## config.mk

```make
export PLATFORM = sky130hd
export DESIGN_NAME = lb_reset_sequencer
export DESIGN_NICKNAME = d
export VERILOG_FILES = /design/src/rtl/lb_reset_sequencer.sv
export SDC_FILE = /design/constraint.sdc
export NUM_CORES = 1
export LEC_CHECK = 0
export CORE_ASPECT_RATIO = 0.8
export CORE_MARGIN = 5
export CORE_UTILIZATION = 50
export CTS_CLUSTER_DIAMETER = 80
export DETAILED_ROUTE_END_ITERATION = 10
export GPL_TIMING_DRIVEN = 0
export PLACE_DENSITY = 0.74
export SYNTH_ARGS = -nofsm -noshare
export SYNTH_HDL_FRONTEND = slang
export SYNTH_SLANG_ARGS = --single-unit
```

## constraint.sdc

```tcl
create_clock -name clk -period 2 [get_ports clk]
set_clock_uncertainty 0.2 [all_clocks]
set_input_delay 0.5 -clock clk [delete_from_list [all_inputs] [get_ports clk]]
set_output_delay 0.5 -clock clk [all_outputs]
set_load 0.03 [all_outputs]
```

## src/rtl/lb_reset_sequencer.sv

```systemverilog
// lb_reset_sequencer
//
// Sequences reset release for the PicoBlaze subsystem. After the synchronised system reset
// deasserts, the peripheral bank is released first. The core is released a fixed number of
// cycles later, so peripherals are stable before the first instruction fetch. A software
// reset strobe or a watchdog expiry re-enters the sequence, and the cause is recorded.
//
// Ports:
//   clk         system clock
//   resetb      asynchronous active-low reset
//   sys_rst_in  synchronous active-high reset from the reset processor
//   sw_rst_req  one-cycle software reset strobe (honoured only in RUN)
//   wdt_en      watchdog enable, level
//   wdt_kick    one-cycle watchdog restart strobe
//   periph_rst  active-high peripheral reset, registered
//   cpu_rst     active-high core reset, registered
//   seq_done    high while in RUN, registered
//   rst_cause   0 = button/power, 1 = software, 2 = watchdog

module lb_reset_sequencer #(
    parameter int unsigned PERIPH_HOLD = 16,
    parameter int unsigned CPU_DELAY   = 8,
    parameter int unsigned WDT_WIDTH   = 16,
    parameter int unsigned WDT_TIMEOUT = 50000
) (
    input  logic       clk,
    input  logic       resetb,
    input  logic       sys_rst_in,
    input  logic       sw_rst_req,
    input  logic       wdt_en,
    input  logic       wdt_kick,
    output logic       periph_rst,
    output logic       cpu_rst,
    output logic       seq_done,
    output logic [1:0] rst_cause
);

    localparam int unsigned MaxSeq = (PERIPH_HOLD > CPU_DELAY) ? PERIPH_HOLD : CPU_DELAY;
    localparam int unsigned CntW   = $clog2(MaxSeq) + 1;

    localparam logic [1:0] CauseBtn = 2'd0;
    localparam logic [1:0] CauseSw  = 2'd1;
    localparam logic [1:0] CauseWdt = 2'd2;

    typedef enum logic [1:0] {StHold, StWaitP, StWaitC, StRun} state_e;

    state_e                 state_q, state_d;
    logic [CntW-1:0]        cnt_q, cnt_d;
    logic [WDT_WIDTH-1:0]   wdt_q, wdt_d;
    logic [1:0]             cause_q, cause_d;
    logic                   periph_q, periph_d;
    logic                   cpu_q, cpu_d;
    logic                   done_q, done_d;
    logic                   wdt_expire;

    // Expiry needs the count to have reached TIMEOUT-1 with no kick this cycle; a kick wins.
    assign wdt_expire = (state_q == StRun) && wdt_en && !wdt_kick &&
                        (wdt_q == WDT_WIDTH'(WDT_TIMEOUT - 1));

    // State and registered outputs
    always_ff @(posedge clk or negedge resetb) begin
        if (!resetb) begin
            state_q  <= StHold;
            cnt_q    <= '0;
            wdt_q    <= '0;
            cause_q  <= CauseBtn;
            periph_q <= 1'b1;
            cpu_q    <= 1'b1;
            done_q   <= 1'b0;
        end else begin
            state_q  <= state_d;
            cnt_q    <= cnt_d;
            wdt_q    <= wdt_d;
            cause_q  <= cause_d;
            periph_q <= periph_d;
            cpu_q    <= cpu_d;
            done_q   <= done_d;
        end
    end

    // Next-state logic
    always_comb begin
        state_d = state_q;
        cnt_d   = cnt_q;
        cause_d = cause_q;

        if (sys_rst_in) begin
            state_d = StHold;
            cnt_d   = '0;
            cause_d = CauseBtn;
        end else begin
            unique case (state_q)
                StHold: begin
                    state_d = StWaitP;
                    cnt_d   = CntW'(PERIPH_HOLD - 1);
                end
                StWaitP: begin
                    if (cnt_q == '0) begin
                        state_d = StWaitC;
                        cnt_d   = CntW'(CPU_DELAY - 1);
                    end else begin
                        cnt_d = cnt_q - CntW'(1);
                    end
                end
                StWaitC: begin
                    if (cnt_q == '0) begin
                        state_d = StRun;
                    end else begin
                        cnt_d = cnt_q - CntW'(1);
                    end
                end
                StRun: begin
                    // Watchdog expiry outranks a coincident software request.
                    if (wdt_expire) begin
                        state_d = StHold;
                        cause_d = CauseWdt;
                    end else if (sw_rst_req) begin
                        state_d = StHold;
                        cause_d = CauseSw;
                    end
                end
                default: state_d = StHold;
            endcase
        end

        if ((state_q != StRun) || !wdt_en || wdt_kick) begin
            wdt_d = '0;
        end else begin
            wdt_d = wdt_q + WDT_WIDTH'(1);
        end
    end

    // Output decode from the next state so outputs switch on the same edge as the state.
    always_comb begin
        periph_d = (state_d == StHold) || (state_d == StWaitP);
        cpu_d    = (state_d != StRun);
        done_d   = (state_d == StRun);
    end

    assign periph_rst = periph_q;
    assign cpu_rst    = cpu_q;
    assign seq_done   = done_q;
    assign rst_cause  = cause_q;

endmodule

```

# Word level (Yosys, flattened, before mapping)
# Index checks and enable logic that the tools add are counted.
[totals]
ff_bits = 28
inputBits = 6
out_inout_bits = 5
elab_cells = 49
[classes]
n_addsub = 2
eq_ne = 9
muxes = 15
reduce_logical = 16
[ops]
columns = ["op", "n"]
rows = [
  ["$mux W2", 9],
  ["$add A16 B1 Y16 const B", 1],
  ["$eq A16 B16 Y1 const B", 1],
  ["$mux W16", 1],
  ["$mux W5", 3],
  ["$pmux W5 S3", 1],
  ["$pmux W2 S4", 1],
  ["$eq A2 B2 Y1 const B", 3],
  ["$logic_not A5 Y1", 1],
  ["$sub A5 B1 Y5 const B", 1],
  ["$eq A2 B1 Y1 const B", 2],
  ["$logic_not A2 Y1", 2],
  ["$ne A2 B2 Y1 const B", 2],
  ["$reduce_and A2 Y1", 2],
  ["$reduce_bool A4 Y1", 1],
  ["$logic_and A1 B1 Y1", 3],
  ["$logic_or A1 B1 Y1", 3],
  ["$ne A3 B3 Y1 const B", 1],
  ["$reduce_bool A3 Y1", 1],
  ["$logic_not A1 Y1", 2],
  ["$reduce_bool A2 Y1", 1],
]

# Longest topological paths before layout
# Gate-level depths: netlist of the first run.
[logic_depth]
depth_word = 9
mapped_depth = 6

# Worst setup path after synthesis of the first run
# No wires, ideal clock.
[synth_path]
path_type = "register to register"
start = "reg state_q[0]"
end = "reg state_q[0]"
setup_time_ps = 135
arrival_ps = 1647
slack_ps = 18
stages_incl_launch_ff = 6
path_cell_list = "dfrtp_1 -> ha_1 -> nand3b_1 -> or4_4 -> o21ai_4 -> a311oi_1"
[synth_via]
elab_chain_len = 7
word_cells_on_any_way = 13
[synth_rtl]
columns = ["item", "line_no", "rtl"]
rows = [
  ["start: declaration", "47", "state_e state_q, state_d;"],
  ["start signal: assignment", "63", "state_q <= StHold;"],
  ["start signal: assignment", "71", "state_q <= state_d;"],
  ["$eq A2 B2 Y1", "57, 92", ""],
  ["$logic_and A1 B1 Y1 (3 in a row)", "57", "assign wdt_expire = (state_q == StRun) && wdt_en && !wdt_kick &&"],
  ["$mux W2", "114", "if (wdt_expire) begin"],
  ["$pmux W2 S4 *", "92", "unique case (state_q)"],
  ["$mux W2 *", "87", "if (sys_rst_in) begin"],
  ["net state_d[0]", "47", ""],
]
# Mark *: on every way through the listed nets, which the timed path passes. The rest lies on a longest branch.
# A chain may end at the register's enable or synchronous reset.

# Worst setup path in the final report of the first run
[layout_path]
start = "reg wdt_q[10]"
end = "reg state_q[0]"
[layout_via]
elab_chain_len = 5
[layout_rtl]
columns = ["item", "line_no", "rtl"]
rows = [
  ["start: declaration", "49", "logic [WDT_WIDTH-1:0] wdt_q, wdt_d;"],
  ["start signal: assignment", "73", "wdt_q <= wdt_d;"],
  ["$eq A16 B16 Y1", "58", "(wdt_q == WDT_WIDTH'(WDT_TIMEOUT - 1));"],
  ["$logic_and A1 B1 Y1", "57", ""],
  ["$mux W2", "114", ""],
  ["$pmux W2 S4", "92", ""],
  ["$mux W2", "87", ""],
  ["net state_d[0]", "47", ""],
]
# The timed path passes the listed nets, and every way through them passes these cells.

==> results of run 1 <==
[sequential cells by signal (all words and copies together), names as in the netlist]
| signal | count |
|---|---|
| cnt_q | 5 |
| cpu_rst | 1 |
| periph_rst | 1 |
| rst_cause | 2 |
| seq_done | 1 |
| state_q | 2 |
| wdt_q | 16 |
[metal layers]
metal | GRT usage [%] | part of all wire, %
met2 | 26.0 | 45
met5 | 0 | 0
met1 | 22.1 | 49
met4 | 2.68 | 0.33
met3 | 4.44 | 5.6
[worst max path at each step]
stage	startpoint	cells past startpoint	slack (ps)	to
after floorplan	state_q[0]	5	20	state_q[0]
after global placement	wdt_kick	5	-550	state_q[0]
after detailed placement	wdt_kick	5	-560	state_q[0]
after CTS	wdt_q[10]	4	-30	state_q[0]
after global routing	wdt_q[10]	4	-90	state_q[0]
final	wdt_q[10]	4	-50	state_q[0]
[power by group]
group / total (mW) / internal [mW] / switching [mW] / leakage [nW]
Sequential: 0.614 / 0.589 / 0.0248 / 0.377
Clock: 0.430 / 0.268 / 0.162 / 0.0357
Combinational: 0.292 / 0.140 / 0.152 / 0.309
Total: 1.34 / 0.997 / 0.339 / 0.721
[Yosys cell counts, drive strengths merged, types with 2 or more instances]
| master | instances |
|---|---|
| ha | 6 |
| or3 | 4 |
| a21oi | 8 |
| nand3b | 3 |
| nand4 | 5 |
| nand3 | 3 |
| nand2 | 5 |
| o21ai | 5 |
| nor4 | 4 |
| dfstp | 2 |
| nand2b | 2 |
| a211oi | 4 |
| clkbuf | 2 |
| o2111a | 2 |
| nor3 | 3 |
| a211o | 2 |
| inv | 12 |
| nor2 | 19 |
| o21ba | 2 |
| xnor2 | 10 |
| or4 | 2 |
| dfrtp | 26 |
[worst max-delay path, stage by stage (launching register included)]
cell and delay (ps):
dfrtp_1 430, or4_1 520, or4_4 450, o21ai_4 210, a311oi_2 120
[layout make-up]
| type | instances | share of cell area [%] |
|---|---|---|
| tap | 38 | 2.61 |
| clock buffer | 3 | 2.26 |
| multi-input combinational | 106 | 43.0 |
| buffer | 2 | 0.412 |
| inverter | 12 | 2.47 |
| clock inverter | 1 | 1.65 |
| timing repair buffer | 20 | 9.05 |
| sequential | 28 | 38.5 |
[metrics by stage]
stage	worst slack [ps]	hold WS, ps	util, %	power, mW	area [um2]
2_1_floorplan	17.9	4.41	-	0.774	1500
3_3_place_gp	-548	269	58.5	0.825	1640
3_5_place_dp	-559	287	58.5	0.836	1640
4_1_cts	-26.9	300	63.0	1.30	1770
5_1_grt	-94.3	71.9	65.0	1.42	1820
6_report	-50.0	34.3	65.0	1.34	1820
[kinds of logic after synthesis]
logic type / share of synthesized area (%)
DFF: 47.0
adders and majority gates: 5.02
and+or+nand+nor: 21.2
buffers and inverters: 3.51
AOI/OAI and AO/OA: 16.8
xor gates and xnor gates: 6.44
[timing repair]
action,CTS,global route
buffers inserted,6,4
setup endpoints to repair,16,11
resized for setup,10,8
pin swaps,4,3
==> metrics.yaml, run 1 <==
clock_tree:
  cts.sinks: 28
  cts.clk_slew.worst_paths_ps: 90
  cts_buffers: 3
  cts_tree: "built"
  clock_latency_ps: 270
  clockBufferDepth: 2
  clock-root-buffer: "clkbuf_8"
  cts_max_level: 1
  hold_buffers: 0
cells_and_area:
  layout.cells.non_filler: 210
  drive_above_1_share_pct: 20.9
  fillers: 229
  multi_input_area_um2: 785
  n_antenna_cell: 0
  area_growth_pct: 22.0
  final_common_cell: "dfrtp_1"
  num-nets-final: 185
  final_cell_mix: "dfrtp_1, nor2_1, inv_1"
  seq_area_um2: 703
sta:
  rsz0062_at_grt: "true"
  tns_ps: -115
  hold_viol_final: 0
  max_clock_freq_mhz: 488
  final-max-slew-violation-count: 0
  fin_crit_ps: 2050
  slew_headroom_pct: 59.2
  worst_pin_slew_ps: 612
  setup_violations: 5
  min_period_over_period_pct: 102
  timing.final.ws_setup_ps: -50.0
detailed_routing:
  ant_nets: 0
  drc_errors: 0
  vias_per_cell: 5.72
  drt_iter0_drc: 83
  wl_per_cell_um: 14.6
  dr.pass1.iters: 4
  vias: 1201
  drt_wl_total_um: 3060
placement:
  numPortBuffers: 10
  dp_cells: 196
  dp_hpwl_um: 2080
  gp_congestion: 0.779
synthesis:
  synth_warnings: 0
  ys_top_cells_by_area: "dfrtp_1, xnor2_1, ha_1, nor2_1, dfstp_2"
  synth_edf_count: 0
  syn_area_um2: 1500
  syn-num-nets: 160
  yosys.area.top_type: "dfrtp_1"
  ys_seq_elements: 28
  synth-main-ff-cell: "dfrtp_1"
  async_reset_ff_share_pct: 100
  seq_area_frac_synth_pct: 47.0
  synth.distinct_cells: 42
  syn_avg_cell_area_um2: 10.1
  netlist_instances: 148
  synth_top_area_share_pct: 43.5
outcome:
  violations: "setup timing"
  status: "finished with violations"
critical_path:
  crit_required_ps: 1950
  worst_setup_path_end_kind: "flip-flop"
  critPathLaunchType: "flip-flop"
  worstPathArrival_ps: 2000
  path_class: "flip-flop to flip-flop"
  path_max_fanout: 5
  r2r_cells: 4
  timing.rr.end: "state_q[0]"
  r2r_start: "wdt_q[10]"
  ff2ff_setup_slack_ps: -50
floorplan:
  die_area_um2: 4190
  fp-row-count: 17
  boundaryPins: 11
  initial_core_util_pct: 53.3
  core_um2: 2810
  fp.dieW_um: 71.1
  die_h_um: 58.9
global_route:
  grt_first_pass_wirelength_um: 5440
  antenna_found_initial: 0
  grt_pass1_vias: 1205
  grt_usage_pct: 16.1
  grt-ovfl-total: 0
  grt_start_max_net_pins: 29
power:
  leakage_nw: 0.721
  ir_worst_vdd_mv: 0.498
  p_per_area_nw_per_um2: 732
worst_hold_path:
  hold_class: "input port to async pin"
flow_run:
  maxCapViolCount: 0
(Power assumes the default switching activity.)
==> run 2, diff against run 1 <==
Settings changed: SLEW_MARGIN set to 20.
==> results of run 2 <==
Same layout as run 1: the final DEF is identical, and so are final timing and power.
